[src/rtl/mem_bus_arbiter_if.sv]
// Bus bundle between the two masters, the arbiter and the shared slave.
// The arbiter takes modport "master" because it masters the slave bus; the environment uses "slave".
interface mem_bus_arbiter_if #(
    parameter int ADDR_WIDTH = 32,
    parameter int DATA_WIDTH = 32
);
    logic                  m0_rd, m0_wr, m0_ack;
    logic [ADDR_WIDTH-1:0] m0_addr;
    logic [DATA_WIDTH-1:0] m0_wdata, m0_rdata;
    logic                  m1_rd, m1_wr, m1_ack;
    logic [ADDR_WIDTH-1:0] m1_addr;
    logic [DATA_WIDTH-1:0] m1_wdata, m1_rdata;
    logic                  s_rd, s_wr, s_ack;
    logic [ADDR_WIDTH-1:0] s_addr;
    logic [DATA_WIDTH-1:0] s_wdata, s_rdata;
    logic [1:0]            grant;
`ifdef ARB_TIMEOUT_EN
    logic                  timeout;

    modport master (
        input  m0_rd, m0_wr, m0_addr, m0_wdata, m1_rd, m1_wr, m1_addr, m1_wdata, s_rdata, s_ack,
        output m0_rdata, m0_ack, m1_rdata, m1_ack, s_rd, s_wr, s_addr, s_wdata, grant, timeout
    );
    modport slave (
        output m0_rd, m0_wr, m0_addr, m0_wdata, m1_rd, m1_wr, m1_addr, m1_wdata, s_rdata, s_ack,
        input  m0_rdata, m0_ack, m1_rdata, m1_ack, s_rd, s_wr, s_addr, s_wdata, grant, timeout
    );
`else
    modport master (
        input  m0_rd, m0_wr, m0_addr, m0_wdata, m1_rd, m1_wr, m1_addr, m1_wdata, s_rdata, s_ack,
        output m0_rdata, m0_ack, m1_rdata, m1_ack, s_rd, s_wr, s_addr, s_wdata, grant
    );
    modport slave (
        output m0_rd, m0_wr, m0_addr, m0_wdata, m1_rd, m1_wr, m1_addr, m1_wdata, s_rdata, s_ack,
        input  m0_rdata, m0_ack, m1_rdata, m1_ack, s_rd, s_wr, s_addr, s_wdata, grant
    );
`endif
endinterface

[src/rtl/mem_bus_arbiter.sv]
// Two-master round-robin arbiter for the shared memory/MMIO slave; grant held until slave ack.
// Optional ARB_TIMEOUT_EN: force-completes a stalled access after TIMEOUT_CYCLES owner cycles.
module mem_bus_arbiter #(
    parameter int ADDR_WIDTH     = 32,
    parameter int DATA_WIDTH     = 32,
    parameter int TIMEOUT_CYCLES = 255
) (
    input  logic           clk,
    input  logic           reset,
    mem_bus_arbiter_if.master bus
);
    typedef enum logic [1:0] {IDLE, OWN0, OWN1} state_t;

    if (TIMEOUT_CYCLES < 1) begin : g_bad_timeout
        $error("TIMEOUT_CYCLES must be at least 1");
    end

    state_t     state_q;
    logic       last_q;
    logic [1:0] grant_q;
    logic       req0, req1, done0, done1;

    logic [ADDR_WIDTH-1:0] s_addr_d;
    logic [DATA_WIDTH-1:0] s_wdata_d, m0_rdata_d, m1_rdata_d;

    assign req0 = bus.m0_rd | bus.m0_wr;
    assign req1 = bus.m1_rd | bus.m1_wr;

`ifdef ARB_TIMEOUT_EN
    localparam int CNT_W = $clog2(TIMEOUT_CYCLES + 1);
    // Counter is cleared on entry, so the last allowed owner cycle sees TIMEOUT_CYCLES-1.
    localparam logic [CNT_W-1:0] CNT_LAST = CNT_W'(TIMEOUT_CYCLES - 1);
    logic [CNT_W-1:0] cnt_q;
    logic             tmo_hit;
    assign tmo_hit = (cnt_q == CNT_LAST) && !bus.s_ack;
`endif

    always_comb begin
        bus.s_rd    = 1'b0;
        bus.s_wr    = 1'b0;
        s_addr_d    = '0;
        s_wdata_d   = '0;
        bus.m0_ack  = 1'b0;
        bus.m1_ack  = 1'b0;
        m0_rdata_d  = '0;
        m1_rdata_d  = '0;
`ifdef ARB_TIMEOUT_EN
        bus.timeout = 1'b0;
`endif
        case (state_q)
            OWN0: begin
                bus.s_wr  = bus.m0_wr;
                bus.s_rd  = bus.m0_rd & ~bus.m0_wr;
                s_addr_d  = bus.m0_addr;
                s_wdata_d = bus.m0_wdata;
                if (bus.s_ack) begin
                    bus.m0_ack = 1'b1;
                    m0_rdata_d = bus.s_rdata;
                end
`ifdef ARB_TIMEOUT_EN
                else if (tmo_hit && req0) begin
                    bus.m0_ack  = 1'b1;
                    bus.timeout = 1'b1;
                end
`endif
            end
            OWN1: begin
                bus.s_wr  = bus.m1_wr;
                bus.s_rd  = bus.m1_rd & ~bus.m1_wr;
                s_addr_d  = bus.m1_addr;
                s_wdata_d = bus.m1_wdata;
                if (bus.s_ack) begin
                    bus.m1_ack = 1'b1;
                    m1_rdata_d = bus.s_rdata;
                end
`ifdef ARB_TIMEOUT_EN
                else if (tmo_hit && req1) begin
                    bus.m1_ack  = 1'b1;
                    bus.timeout = 1'b1;
                end
`endif
            end
            default: ;
        endcase
    end

    assign bus.s_addr   = s_addr_d;
    assign bus.s_wdata  = s_wdata_d;
    assign bus.m0_rdata = m0_rdata_d;
    assign bus.m1_rdata = m1_rdata_d;
    assign bus.grant    = grant_q;

    // An owner is released on completion or when it withdraws its request (abort).
    assign done0 = bus.m0_ack | ~req0;
    assign done1 = bus.m1_ack | ~req1;

    always_ff @(posedge clk or negedge reset) begin
        if (!reset) begin
            state_q <= IDLE;
            last_q  <= 1'b1;
            grant_q <= 2'b00;
`ifdef ARB_TIMEOUT_EN
            cnt_q   <= '0;
`endif
        end else begin
            case (state_q)
                IDLE: begin
`ifdef ARB_TIMEOUT_EN
                    cnt_q <= '0;
`endif
                    if (req0 && (!req1 || last_q)) begin
                        state_q <= OWN0;
                        grant_q <= 2'b01;
                    end else if (req1) begin
                        state_q <= OWN1;
                        grant_q <= 2'b10;
                    end
                end
                OWN0: begin
                    if (done0) begin
                        state_q <= IDLE;
                        last_q  <= 1'b0;
                        grant_q <= 2'b00;
                    end
`ifdef ARB_TIMEOUT_EN
                    else cnt_q <= cnt_q + 1'b1;
`endif
                end
                OWN1: begin
                    if (done1) begin
                        state_q <= IDLE;
                        last_q  <= 1'b1;
                        grant_q <= 2'b00;
                    end
`ifdef ARB_TIMEOUT_EN
                    else cnt_q <= cnt_q + 1'b1;
`endif
                end
                default: begin
                    state_q <= IDLE;
                    grant_q <= 2'b00;
                end
            endcase
        end
    end
endmodule

[src/flat_wrapper.sv]
// flat-port wrapper written by rule: the top's interface ports become plain ports
module mem_bus_arbiter_flat 
#(
    parameter int ADDR_WIDTH     = 32,
    parameter int DATA_WIDTH     = 32,
    parameter int TIMEOUT_CYCLES = 255
)
  (clk, reset, bus_m0_rd, bus_m0_wr, bus_m0_addr, bus_m0_wdata, bus_m1_rd, bus_m1_wr, bus_m1_addr, bus_m1_wdata, bus_s_rdata, bus_s_ack, bus_m0_rdata, bus_m0_ack, bus_m1_rdata, bus_m1_ack, bus_s_rd, bus_s_wr, bus_s_addr, bus_s_wdata, bus_grant);
  mem_bus_arbiter_if #(.ADDR_WIDTH(ADDR_WIDTH), .DATA_WIDTH(DATA_WIDTH)) bus_i ();
  input  logic clk;
  input  logic reset;
  input wire logic [$bits(bus_i.m0_rd)-1:0] bus_m0_rd;
  input wire logic [$bits(bus_i.m0_wr)-1:0] bus_m0_wr;
  input wire logic [$bits(bus_i.m0_addr)-1:0] bus_m0_addr;
  input wire logic [$bits(bus_i.m0_wdata)-1:0] bus_m0_wdata;
  input wire logic [$bits(bus_i.m1_rd)-1:0] bus_m1_rd;
  input wire logic [$bits(bus_i.m1_wr)-1:0] bus_m1_wr;
  input wire logic [$bits(bus_i.m1_addr)-1:0] bus_m1_addr;
  input wire logic [$bits(bus_i.m1_wdata)-1:0] bus_m1_wdata;
  input wire logic [$bits(bus_i.s_rdata)-1:0] bus_s_rdata;
  input wire logic [$bits(bus_i.s_ack)-1:0] bus_s_ack;
  output wire logic [$bits(bus_i.m0_rdata)-1:0] bus_m0_rdata;
  output wire logic [$bits(bus_i.m0_ack)-1:0] bus_m0_ack;
  output wire logic [$bits(bus_i.m1_rdata)-1:0] bus_m1_rdata;
  output wire logic [$bits(bus_i.m1_ack)-1:0] bus_m1_ack;
  output wire logic [$bits(bus_i.s_rd)-1:0] bus_s_rd;
  output wire logic [$bits(bus_i.s_wr)-1:0] bus_s_wr;
  output wire logic [$bits(bus_i.s_addr)-1:0] bus_s_addr;
  output wire logic [$bits(bus_i.s_wdata)-1:0] bus_s_wdata;
  output wire logic [$bits(bus_i.grant)-1:0] bus_grant;
  assign bus_i.m0_rd = bus_m0_rd;
  assign bus_i.m0_wr = bus_m0_wr;
  assign bus_i.m0_addr = bus_m0_addr;
  assign bus_i.m0_wdata = bus_m0_wdata;
  assign bus_i.m1_rd = bus_m1_rd;
  assign bus_i.m1_wr = bus_m1_wr;
  assign bus_i.m1_addr = bus_m1_addr;
  assign bus_i.m1_wdata = bus_m1_wdata;
  assign bus_i.s_rdata = bus_s_rdata;
  assign bus_i.s_ack = bus_s_ack;
  assign bus_m0_rdata = bus_i.m0_rdata;
  assign bus_m0_ack = bus_i.m0_ack;
  assign bus_m1_rdata = bus_i.m1_rdata;
  assign bus_m1_ack = bus_i.m1_ack;
  assign bus_s_rd = bus_i.s_rd;
  assign bus_s_wr = bus_i.s_wr;
  assign bus_s_addr = bus_i.s_addr;
  assign bus_s_wdata = bus_i.s_wdata;
  assign bus_grant = bus_i.grant;
  mem_bus_arbiter #(.ADDR_WIDTH(ADDR_WIDTH), .DATA_WIDTH(DATA_WIDTH), .TIMEOUT_CYCLES(TIMEOUT_CYCLES)) u_core (.clk(clk), .reset(reset), .bus(bus_i));
endmodule
[config.mk]
export PLATFORM = sky130hd
export DESIGN_NAME = mem_bus_arbiter_flat
export DESIGN_NICKNAME = d
export VERILOG_FILES = /design/src/rtl/mem_bus_arbiter_if.sv /design/src/rtl/mem_bus_arbiter.sv /design/src/flat_wrapper.sv
export SDC_FILE = /design/constraint.sdc
export NUM_CORES = 1
export LEC_CHECK = 0
export CAP_MARGIN = 30
export CORE_AREA = 2 2 118 120
export DETAILED_ROUTE_END_ITERATION = 16
export DIE_AREA = 0 0 120 122
export DONT_BUFFER_PORTS = 1
export GPL_TIMING_DRIVEN = 1
export PLACE_DENSITY = 0.3
export SETUP_SLACK_MARGIN = 0.3
export SLEW_MARGIN = 30
export SYNTH_ARGS = -nofsm -noshare
export SYNTH_HDL_FRONTEND = slang
export SYNTH_SLANG_ARGS = --single-unit
export TNS_END_PERCENT = 100
[constraint.sdc]
create_clock -name clk -period 2.25 [get_ports clk]
set_input_delay 0.3375 -clock clk [delete_from_list [all_inputs] [get_ports clk]]
set_output_delay 0.3375 -clock clk [all_outputs]
set_load 0.05 [all_outputs]
==> Flow_metrics.wiki <==
{| class="wikitable"
! Metric !! Value
|-
| Outcome || complete, no violations
|-
| Syn Area/Cell || 6.65 sq um
|-
| Post-Synth XOR/XNOR Area || 0%
|-
| Clock slew at reported path FFs || about 0.030 ns
|-
| Ports || approximately 300
|-
| Total track usage || between 10% and 20%
|-
| DIE WIDTH || about 120 um
|-
| CP Cell Sequence || ha_4, buf_12, buf_12, a22oi_2, nor2b_4, buf_12
|-
| Leading cell type in the layout, fill and taps excluded || sky130_fd_sc_hd__buf_12
|-
| Worst vdd ir || 0.486 mV
|-
| Highest metal layer with signal wires || met4
|-
| CP required || 1.91 ns
|-
| Via-to-Cell Ratio || 4.84
|-
| Total clock buffers created by CTS || 3
|-
| Maximum clock frequency || a little under 500 MHz
|-
| Compound-Gate Fraction of Synth Area || around a third
|-
| Remaining antenna violation count after routing || 0
|-
| Via count of the first global-routing pass || about 2600
|-
| Actual transition at the worst max-transition pin || 0.363 ns
|-
| Nets@finish || 543
|-
| Floorplan die height || around 120 um
|-
| Final max-slew violation count || 0
|-
| Standby leakage power || between 0.002 and 0.0025 uW
|-
| Skew-Pair Late Insertion Delay || roughly 0.22 ns
|-
| Drt first pass iters || 4
|-
| Sequential fraction of the synthesis area || 4.45%
|-
| Clock Tree Buf Depth || 2
|-
| H-tree levels || 1
|-
| Setup repair after global routing missed its margin || yes
|-
| Crit path largest cell delay || 0.43 ns
|-
| Largest family of logic cells by synthesized area || simple AND/OR/NAND/NOR gates
|-
| Number of inserted diodes || 0
|-
| Number of warnings issued by yosys || 0
|-
| Metal2 WL || 7150 um
|-
| Minimum period implied by the final worst setup slack || around 2.1 ns
|-
| Overall power consumption || roughly 9500 uW
|-
| Final WL || between 10000 and 15000 um
|-
| Total of max-cap violations || 0
|-
| Library cells used by synthesis || 22
|-
| Wire length of the first global-routing pass || roughly 15000 um
|-
| Setup slack after placement || ~0.32 ns
|-
| Total routed wire length on the met1 layer || between 4000 and 5000 um
|-
| Layout cells sized above 1 || 91.1%
|-
| Crit Path Class || reg2out
|-
| Post-Syn Instances || between 200 and 300
|-
| Area growth from synthesis to layout || 238%
|-
| Area of combinational cells with multiple inputs || 0.00253 sq mm
|-
| Port Buf Inserts || 0
|-
| Class of the worst hold path || in2async
|-
| Crit-path max FO || 5
|-
| Total nets after synthesis || roughly 430
|-
| CTS tree || yes
|-
| Count of final setup violators || 0
|-
| Count of endpoints failing hold in the final timing report || 0
|-
| Final core utilization || a little over two fifths
|-
| Tcrit/Tclk final || between 90% and 100%
|-
| DRC || 0
|-
| Sequential standard cell area || 78.8 sq um
|-
| Placed Cells incl. Taps || approximately 510
|-
| Slack of the critical path || around 0.18 ns
|-
| Final std cells w/o fill || around 550
|-
| Initial cell density of the core || between 10% and 20%
|-
| Initial antenna violation count || 0
|-
| Seq cells post-synth || 3
|-
| Top area cells in the synthesized netlist || sky130_fd_sc_hd__a22oi_1, sky130_fd_sc_hd__nor2b_1, sky130_fd_sc_hd__and3_1, sky130_fd_sc_hd__buf_2, sky130_fd_sc_hd__dfrtp_1
|-
| Simple-Gate Fraction of Synth Area || 50.5%
|-
| Adder-cell share of the synthesized area || about 2.2%
|-
| Overall die area || roughly 0.015 sq mm
|-
| Library cell occupying the most area in the post-synthesis netlist || sky130_fd_sc_hd__a22oi_1
|-
| TritonCTS sink count || 3
|-
| Cell seen most often among critical-path stages || sky130_fd_sc_hd__buf_12
|-
| Arrival time of the worst setup path || roughly 1.7 ns
|-
| CP startpoint kind || register
|-
| Buffer type at the clock tree root || sky130_fd_sc_hd__clkbuf_16
|-
| Area share of the largest cell type after synthesis || just under 30%
|-
| Global route total overflow || 0
|-
| Average detailed-routed wire length per instance || about 23 um
|-
| Placer's final routability congestion estimate || roughly 0.73
|-
| Sum Neg Setup Slack || 0 ns
|-
| Row count || 43
|-
| Standard cell core area || between 0.01 and 0.015 sq mm
|-
| Normalized max-slew margin || approximately three quarters
|-
| Largest net degree at the start of global routing || 69
|-
| Wire length on met3 || 1000 um
|-
| Slowest library cell on the worst path || sky130_fd_sc_hd__dfrtp_2
|-
| Total via count in the routed design || approximately 2700
|-
| # fillers || roughly 1200
|-
| Largest clock skew in the final design || 0.00127 ns
|-
| Share of synthesized area spent on multiplexers || 0%
|-
| Commonest cells after routing, fill and taps aside || sky130_fd_sc_hd__buf_12, sky130_fd_sc_hd__a22oi_2, sky130_fd_sc_hd__nor2b_4
|-
| Power density normalized to cell area || 1640 mW/mm^2
|-
| Half-perimeter wire length of the detailed placement result || 7300 um
|-
| DRT iter0 DRCs || 54
|-
| Element type at the critical path end || primary output
|-
| Netlist area before placement || approximately 0.0017 sq mm
|}
## worst paths after layout
kind,to,start,slack [ns],depth (start not counted)
worst max-delay path,bus_s_wdata[13],u_core.state_q[1],0.18,6
worst min-delay path,u_core.state_q[0],reset,0.37,1
worst max register to register,u_core.state_q[1],u_core.state_q[0],0.41,8
worst min register to register,u_core.last_q,u_core.last_q,0.57,1
max in group asynchronous,u_core.last_q,reset,1.65,1
min in group clk,u_core.state_q[0],bus_m1_wr,0.38,3
## metrics by stage
stage / area, sq um / hold WS (ns)
final: 5790 / 0.371
after CTS: 5170 / 0.369
after global routing: 5790 / 0.377
after detailed placement: 4390 / 0.0420
after floorplan: 2210 / 0.0419
after global placement: 4390 / 0.0420
## cells in the mapped netlist, drive strengths merged
cell / number
a22o: 1
dfstp: 1
ha: 3
nand2: 3
nor2: 2
clkbuf: 13
and2: 3
nand2b: 2
nor2b: 65
o22ai: 1
o22a: 1
a22oi: 66
and3: 64
o32a: 1
dfrtp: 2
o211ai: 1
o21ai: 1
buf: 23
inv: 3
nand3: 2
## repair_timing
| item | 4_1_cts | 5_1_grt |
|---|---|---|
| endpoints found under the setup margin | 127 | 131 |
| pin swaps | 22 | 21 |
| hold buffers | 1 | 0 |
| buffers inserted | 7 | 8 |
| cloned | 9 | 12 |
| gates resized for setup | 92 | 63 |
| hold endpoints to repair | 3 | 0 |
## cell type report
cell class	count	share of cell area [%]
Clock buffer	4	1.36
Timing Repair Buffer	146	49.4
Inverter	3	0.281
Tap cell	180	3.89
Multi-Input combinational cell	216	43.7
Sequential cell	3	1.36
## critical path, delay by kind of cell, from the launching register on
kind            cells  cell delay (ns)
buf+inv             3             0.45
flops               1             0.43
compound gates      1             0.33
fa+ha+maj           1             0.21
simple gates        1             0.08
## metal layers
metal	up-vias	track usage, %
li1	1191	-
met1	1253	14.1
met2	207	27.5
met3	19	2.67
met4	0	3.09
met5	-	0
## state kept, by name, indices dropped and copies added, names as in the netlist
register / cells
u_core.last_q: 1
u_core.state_q: 2
## power breakdown
part,leakage (uW),switching (uW),internal (uW)
clock,0.0000382,48.0,234
combinational,0.00205,4440,4650
sequential,0.0000335,28.9,89.5
## cell families after synthesis
| group | count (synthesis) |
|---|---|
| AO/OA/AOI/OAI | 72 |
| adder cells (fa/ha/maj) | 3 |
| buffers and inverters | 39 |
| flip-flops | 3 |
| AND/OR/NAND/NOR | 141 |
(Power assumes the default switching activity.)
